File: config.mk
export PLATFORM = sky130hd
export DESIGN_NAME = serial_subtractor_flat
export DESIGN_NICKNAME = d
export VERILOG_FILES = /design/src/rtl/serial_subtractor_if.sv /design/src/rtl/serial_subtractor.sv /design/src/flat_wrapper.sv
export SDC_FILE = /design/constraint.sdc
export NUM_CORES = 1
export LEC_CHECK = 0
export ABC_AREA = 1
export ABC_CLOCK_PERIOD_IN_PS = 5500
export CAP_MARGIN = 20
export CORE_ASPECT_RATIO = 1.4
export CORE_UTILIZATION = 51
export CTS_CLUSTER_DIAMETER = 30
export DETAILED_ROUTE_END_ITERATION = 10
export PLACE_DENSITY = 0.89
export SYNTH_ARGS = -nofsm -noshare
export SYNTH_HDL_FRONTEND = slang
export SYNTH_SLANG_ARGS = --single-unit
File: constraint.sdc
create_clock -name clk -period 5.5 [get_ports clk]
set_clock_uncertainty 0.05 [all_clocks]
set_input_delay 1.375 -clock clk [delete_from_list [all_inputs] [get_ports clk]]
set_output_delay 1.375 -clock clk [all_outputs]
set_load 0.01 [all_outputs]
File: src/rtl/serial_subtractor_if.sv
// Operand/result bundle between a requester and the serial subtractor.
interface serial_subtractor_if #(
  parameter int WIDTH = 32
);
  logic             start;
  logic [WIDTH-1:0] a;
  logic [WIDTH-1:0] b;
  logic             busy;
  logic             done;
  logic [WIDTH-1:0] diff;
  logic             carryout;
  logic             overflow;

  modport master (
    output start, a, b,
    input  busy, done, diff, carryout, overflow
  );

  modport slave (
    input  start, a, b,
    output busy, done, diff, carryout, overflow
  );
endinterface

File: src/rtl/serial_subtractor.sv
// Digit-serial two's-complement subtractor: a - b computed as a + ~b + 1,
// one DIGIT-bit slice per clock, LSB slice first, carry rippled in a register.
//
// state | meaning
// IDLE  | waiting for start; results held
// RUN   | one slice added per clock, counter 0..NSTEP-1
module serial_subtractor #(
  parameter int WIDTH = 32,
  parameter int DIGIT = 4
) (
  input  logic           clk,
  input  logic           reset,
  serial_subtractor_if.slave bus
);
  localparam int NSTEP = WIDTH / DIGIT;
  localparam int CW    = (NSTEP > 1) ? $clog2(NSTEP) : 1;

  typedef enum logic {IDLE, RUN} state_t;

  state_t           state_q, state_d;
  logic [WIDTH-1:0] a_q, a_d;
  logic [WIDTH-1:0] b_q, b_d;
  logic [WIDTH-1:0] work_q, work_d;
  logic             carry_q, carry_d;
  logic [CW-1:0]    cnt_q, cnt_d;
  logic [WIDTH-1:0] diff_q, diff_d;
  logic             cout_q, cout_d;
  logic             ovf_q, ovf_d;
  logic             done_q, done_d;

  logic [DIGIT:0]   sum;
  logic             c_into_msb;

  // State and datapath registers; reset aborts any operation in flight.
  always_ff @(posedge clk or posedge reset) begin
    if (reset) begin
      state_q <= IDLE;
      a_q     <= '0;
      b_q     <= '0;
      work_q  <= '0;
      carry_q <= 1'b0;
      cnt_q   <= '0;
      diff_q  <= '0;
      cout_q  <= 1'b0;
      ovf_q   <= 1'b0;
      done_q  <= 1'b0;
    end else begin
      state_q <= state_d;
      a_q     <= a_d;
      b_q     <= b_d;
      work_q  <= work_d;
      carry_q <= carry_d;
      cnt_q   <= cnt_d;
      diff_q  <= diff_d;
      cout_q  <= cout_d;
      ovf_q   <= ovf_d;
      done_q  <= done_d;
    end
  end

  // Next-state and slice arithmetic; the carry into the MSB is recovered
  // from the top bit of the last slice (a ^ b ^ sum).
  always_comb begin
    state_d = state_q;
    a_d     = a_q;
    b_d     = b_q;
    work_d  = work_q;
    carry_d = carry_q;
    cnt_d   = cnt_q;
    diff_d  = diff_q;
    cout_d  = cout_q;
    ovf_d   = ovf_q;
    done_d  = 1'b0;

    sum        = {1'b0, a_q[DIGIT-1:0]} + {1'b0, b_q[DIGIT-1:0]}
               + {{DIGIT{1'b0}}, carry_q};
    c_into_msb = a_q[DIGIT-1] ^ b_q[DIGIT-1] ^ sum[DIGIT-1];

    case (state_q)
      IDLE: begin
        if (bus.start) begin
          a_d     = bus.a;
          b_d     = ~bus.b;
          carry_d = 1'b1;
          cnt_d   = '0;
          work_d  = '0;
          state_d = RUN;
        end
      end
      RUN: begin
        a_d     = a_q >> DIGIT;
        b_d     = b_q >> DIGIT;
        work_d  = {sum[DIGIT-1:0], work_q[WIDTH-1:DIGIT]};
        carry_d = sum[DIGIT];
        cnt_d   = cnt_q + CW'(1);
        if (cnt_q == CW'(NSTEP - 1)) begin
          diff_d  = {sum[DIGIT-1:0], work_q[WIDTH-1:DIGIT]};
          cout_d  = sum[DIGIT];
          ovf_d   = c_into_msb ^ sum[DIGIT];
          done_d  = 1'b1;
          state_d = IDLE;
        end
      end
      default: state_d = IDLE;
    endcase
  end

  assign bus.busy     = (state_q == RUN);
  assign bus.done     = done_q;
  assign bus.diff     = diff_q;
  assign bus.carryout = cout_q;
  assign bus.overflow = ovf_q;
endmodule

File: src/flat_wrapper.sv
// flat-port wrapper written by rule: the top's interface ports become plain ports
module serial_subtractor_flat 
#(
  parameter int WIDTH = 32,
  parameter int DIGIT = 4
)
  (clk, reset, bus_start, bus_a, bus_b, bus_busy, bus_done, bus_diff, bus_carryout, bus_overflow);
  serial_subtractor_if #(.WIDTH(WIDTH)) bus_i ();
  input  logic clk;
  input  logic reset;
  input wire logic [$bits(bus_i.start)-1:0] bus_start;
  input wire logic [$bits(bus_i.a)-1:0] bus_a;
  input wire logic [$bits(bus_i.b)-1:0] bus_b;
  output wire logic [$bits(bus_i.busy)-1:0] bus_busy;
  output wire logic [$bits(bus_i.done)-1:0] bus_done;
  output wire logic [$bits(bus_i.diff)-1:0] bus_diff;
  output wire logic [$bits(bus_i.carryout)-1:0] bus_carryout;
  output wire logic [$bits(bus_i.overflow)-1:0] bus_overflow;
  assign bus_i.start = bus_start;
  assign bus_i.a = bus_a;
  assign bus_i.b = bus_b;
  assign bus_busy = bus_i.busy;
  assign bus_done = bus_i.done;
  assign bus_diff = bus_i.diff;
  assign bus_carryout = bus_i.carryout;
  assign bus_overflow = bus_i.overflow;
  serial_subtractor #(.WIDTH(WIDTH), .DIGIT(DIGIT)) u_core (.clk(clk), .reset(reset), .bus(bus_i));
endmodule
==> results <==
- Counting every net in the synthesized netlist gives 594.
- In this run, post-CTS hold repair placed 0 buffers.
- The worst setup path is launched from a register.
- The analysis attributes to net switching a power of 1293 uW.
- The fraction of the mapped netlist area in compound gates is 16.30%.
- The xor/xnor cell area share of the yosys netlist is 0.1663%.
- The post-synthesis simple-gate area fraction is 11.14%.
- The largest area contributor in the synthesized netlist is sky130_fd_sc_hd__dfrtp_1.
- Setup repair after global routing left no endpoint under its margin.
- The maximum fanout along the worst path is 61.
- The total of buffers placed on input and output ports is 102.
- Counting the buffers created by CTS gives 17.
- The worst register-to-register path has a setup slack of 2360 ps.
- Setup violations remaining at the end of the flow were counted as 0.
- The average wire per cell in the routed design is 15.26 um.
- The switching fraction of total power is 33.02%.
- Summed over all cells, the static leakage comes to 0.003127 uW.
- For the worst flop-to-flop path, the logic depth is 6.
- Summed over all layers, the routed wires come to 11,610 um.
- The maximum operating frequency is 318.7 MHz.
- For this design the top-level I/O count stands at 103.
- The worst path needs 3138 ps of the cycle, external delays included.
- The worst ir drop on vdd is 323.8 uV.
- The fraction of synthesized cell area taken by the top area cell type is 62.72%.
- After floorplanning, the core was divided into 43 placement rows.
- In the final timing run, aggregate negative setup slack is 0 ps.
- The netlist area before placement is 5266 sq um.
- The post-synthesis share of cell area spent on full adders, half adders and majority gates is 1.948%.
- Of the cells placed in the final design, the portion with a size suffix greater than 1 is 6.869%.
- Counting along the longest clock path gives a buffer depth of 2.
- The startpoint of the tightest hold check path is u_core.cnt_q[0].
- The core region is 9953 sq um.
- By area, the combinational part of the netlist is dominated by compound AO/OA/AOI/OAI gates.
- After clock tree synthesis, the repair step resized 0 gates.
- For this design the ratio of total power to cell area is 563.3 nW/um^2.
- The element type at the critical path end is a register.
- The clock network burns 29.2% of the power.
- The run finished with clean final reports.
- The tool flagged a number of max-cap violations equal to 0.
- The worst endpoint required time is 5750 ps.
- The H-tree depth is 4.
- Data arrives at the worst endpoint at 3390 ps.
- The synthesized design contains 132 register bits.
- The first global-routing pass estimated 19,220 um of wire.
- The share of power burned in registers is 39.0%.
- For this design, the sink count on the clock tree is 132.
- The worst hold path belongs to the class register to register.
- The clock-pin slew reported for the worst setup and hold paths after clock tree synthesis is 60 ps.
- The transition time at the pin with the least slew margin is 1048 ps.
- The endpoint with the worst hold slack is u_core.cnt_q[0].
- After synthesis, the cell types taking the most area are sky130_fd_sc_hd__dfrtp_1 63%, sky130_fd_sc_hd__nand2_1 9.5%, sky130_fd_sc_hd__o221ai_1 5.2%.
- The die area is 10,740 sq um.
- The worst pin sits at a relative slew slack of 30.06%.
- The number of optimization iterations in the first detailed-route pass is 5.
- Dividing the final minimum period by the clock period gives 57.05%.
- The worst setup path category is register to register.
- Once the floorplan was initialized, standard cells occupied 52.91% of the core.
- In the routed design, unresolved DRC markers number 0.
- The total congestion overflow after global routing is 0.
- The clock latency reported for the late side of the worst-skew pair is 410 ps.
- The portion of synthesized area spent on multiplexers is 0%.
- In the final design database the tool counted 687 nets.
- The number of pins exceeding their max-slew limit in the final report is 0.
- After detailed routing, the number of vias per cell comes to 5.364.
- Combinational logic burns 31.7% of the power.
- Detailed placement finished with a half-perimeter wire length of 7488 um.
- Averaged over all synthesized cells, the footprint is 10.13 sq um.
- The number of global-route vias before repair is 4,082.
- The die is 87.88 um wide.
- The aggregate global-route resource usage is 23.71%.
- The initial antenna violation count is 0.
- The number of cells produced by synthesis is 520.
- The number of different library cells in the post-synthesis netlist is 21.
- The number of antenna cells inserted is 0.
- After the first detailed-routing iteration, the DRC count stood at 286.
- The launch point of the worst reg-to-reg path is u_core.bus.busy.
- The tree is rooted in a sky130_fd_sc_hd__clkbuf_16.
- The count of nets left with antenna violations after detail routing is 0.
- The number of buffers inserted by post-CTS setup repair is 0.
- TritonCTS built the clock tree.
- The worst register-to-register path ends at u_core.b_q[3].
- The die boundary height is 122.2 um.
- The launch point of the critical path is u_core.bus.busy.
- The number of hold violations in the final report was 0.
- The depth of the worst hold-timing path is 1.
- The global placement routability congestion is 0.7387.
- The total number of vias is 4,082.
- The pin count of the biggest net entering global routing is 108.
- The Yosys step of the flow raised 0 warnings.
- The internal power summed over all cells is 2623 uW.
- Relative to the synthesized area, the layout overhead comes to 32.00%.
- The completed layout was analyzed and its total power is 3916 uW.
- The register area share after synthesis is 62.72%.
power groups by stage:
stage | clock network, uW | logic, uW | registers [uW]
after floorplan | 0 | 772 | 1540
after global placement | 0 | 1180 | 1520
after detailed placement | 0 | 1240 | 1540
after CTS | 1150 | 1250 | 1530
after global routing | 1200 | 1390 | 1560
final | 1140 | 1240 | 1530
Yosys cell counts:
cell type	instances
sky130_fd_sc_hd__a21oi_1	3
sky130_fd_sc_hd__a22o_1	2
sky130_fd_sc_hd__a22oi_1	3
sky130_fd_sc_hd__buf_2	22
sky130_fd_sc_hd__clkbuf_1	9
sky130_fd_sc_hd__dfrtp_1	132
sky130_fd_sc_hd__fa_1	2
sky130_fd_sc_hd__ha_1	5
sky130_fd_sc_hd__inv_1	67
sky130_fd_sc_hd__inv_2	3
sky130_fd_sc_hd__nand2_1	133
sky130_fd_sc_hd__nand2_2	2
sky130_fd_sc_hd__nand3_1	10
sky130_fd_sc_hd__nor2_1	5
sky130_fd_sc_hd__o211ai_1	19
sky130_fd_sc_hd__o21ai_0	35
sky130_fd_sc_hd__o21ai_1	4
sky130_fd_sc_hd__o221ai_1	31
sky130_fd_sc_hd__o22ai_1	31
sky130_fd_sc_hd__or2_2	1
sky130_fd_sc_hd__xnor2_1	1
cell usage in the layout (no fill, tap or decap):
cell type                         count
sky130_fd_sc_hd__nand2_1            132
sky130_fd_sc_hd__clkbuf_8             2
sky130_fd_sc_hd__inv_1               66
sky130_fd_sc_hd__a22o_1               2
sky130_fd_sc_hd__clkinv_2             5
sky130_fd_sc_hd__inv_2                3
sky130_fd_sc_hd__inv_6                2
sky130_fd_sc_hd__o22ai_1             31
sky130_fd_sc_hd__nand3_1             10
sky130_fd_sc_hd__clkinvlp_4           2
sky130_fd_sc_hd__dfrtp_1            132
sky130_fd_sc_hd__o221ai_1            31
sky130_fd_sc_hd__o21ai_0             35
sky130_fd_sc_hd__or2_2                1
sky130_fd_sc_hd__o211ai_1            19
sky130_fd_sc_hd__a22oi_1              3
sky130_fd_sc_hd__fa_1                 2
sky130_fd_sc_hd__bufinv_16            3
sky130_fd_sc_hd__clkbuf_16           17
sky130_fd_sc_hd__a21oi_1              3
sky130_fd_sc_hd__o21ai_1              4
sky130_fd_sc_hd__xnor2_1              1
sky130_fd_sc_hd__buf_4                3
sky130_fd_sc_hd__clkinv_4             2
sky130_fd_sc_hd__ha_1                 5
sky130_fd_sc_hd__nand2_2              3
sky130_fd_sc_hd__nor2_1               5
sky130_fd_sc_hd__clkdlybuf4s50_1    102
logic make-up after synthesis:
logic type / after synthesis
AOI/OAI and AO/OA: 128
adders and majority gates: 7
buffers and inverters: 101
DFF: 132
xor gates and xnor gates: 1
and+or+nand+nor: 151
how the worst max path moves through the flow:
stage	slack (ps)	end
2_1_floorplan	550	u_core.a_q[0]
3_3_place_gp	2230	u_core.b_q[20]
3_5_place_dp	2160	u_core.b_q[19]
4_1_cts	2360	u_core.b_q[12]
5_1_grt	2100	u_core.b_q[12]
6_report	2360	u_core.b_q[3]
routing by layer:
layer | global-route usage (%) | vias to the layer above | wire (um)
li1 | - | 1938 | -
met1 | 29.87 | 1998 | 4862
met2 | 39.15 | 127 | 6014
met3 | 5.649 | 19 | 537
met4 | 9.734 | 0 | 195
met5 | 0 | - | 0
sequential cells by signal (all words and copies together), names as in the netlist:
name,flops
u_core.carry_q,1
u_core.a_q,32
u_core.work_q,28
u_core.bus.done,1
u_core.bus.overflow,1
u_core.bus.busy,1
u_core.bus.carryout,1
u_core.cnt_q,3
u_core.b_q,32
u_core.bus.diff,32
cell type report:
class / count / area [sq um]
clock buffer: 19 / 452.9
clock inverter: 13 / 156.4
fill: 708 / 3002
inverter: 70 / 267.8
multi-input combinational: 287 / 1559
sequential: 132 / 3303
tap: 135 / 168.9
timing repair buffer: 105 / 1044
through the flow:
step	cell area, sq um	std cells	hold slack (ps)	setup WS (ps)	util [%]
floorplan	5266	520	399.1	549.0	-
global placement	6342	729	410.7	2229	63.72
detailed placement	6342	729	419.2	2155	63.72
CTS	6952	761	428.1	2356	69.84
global route	6952	761	459.1	2104	69.84
finish	6952	761	427.2	2362	69.84
critical path, stage by stage, from the launching register on:
cell and delay, ps:
sky130_fd_sc_hd__dfrtp_1 360, sky130_fd_sc_hd__buf_4 240, sky130_fd_sc_hd__inv_2 800, sky130_fd_sc_hd__nand2_2 630, sky130_fd_sc_hd__inv_2 660, sky130_fd_sc_hd__nand2_1 140, sky130_fd_sc_hd__o221ai_1 120
Note: power is estimated with default switching activity, not from simulation.
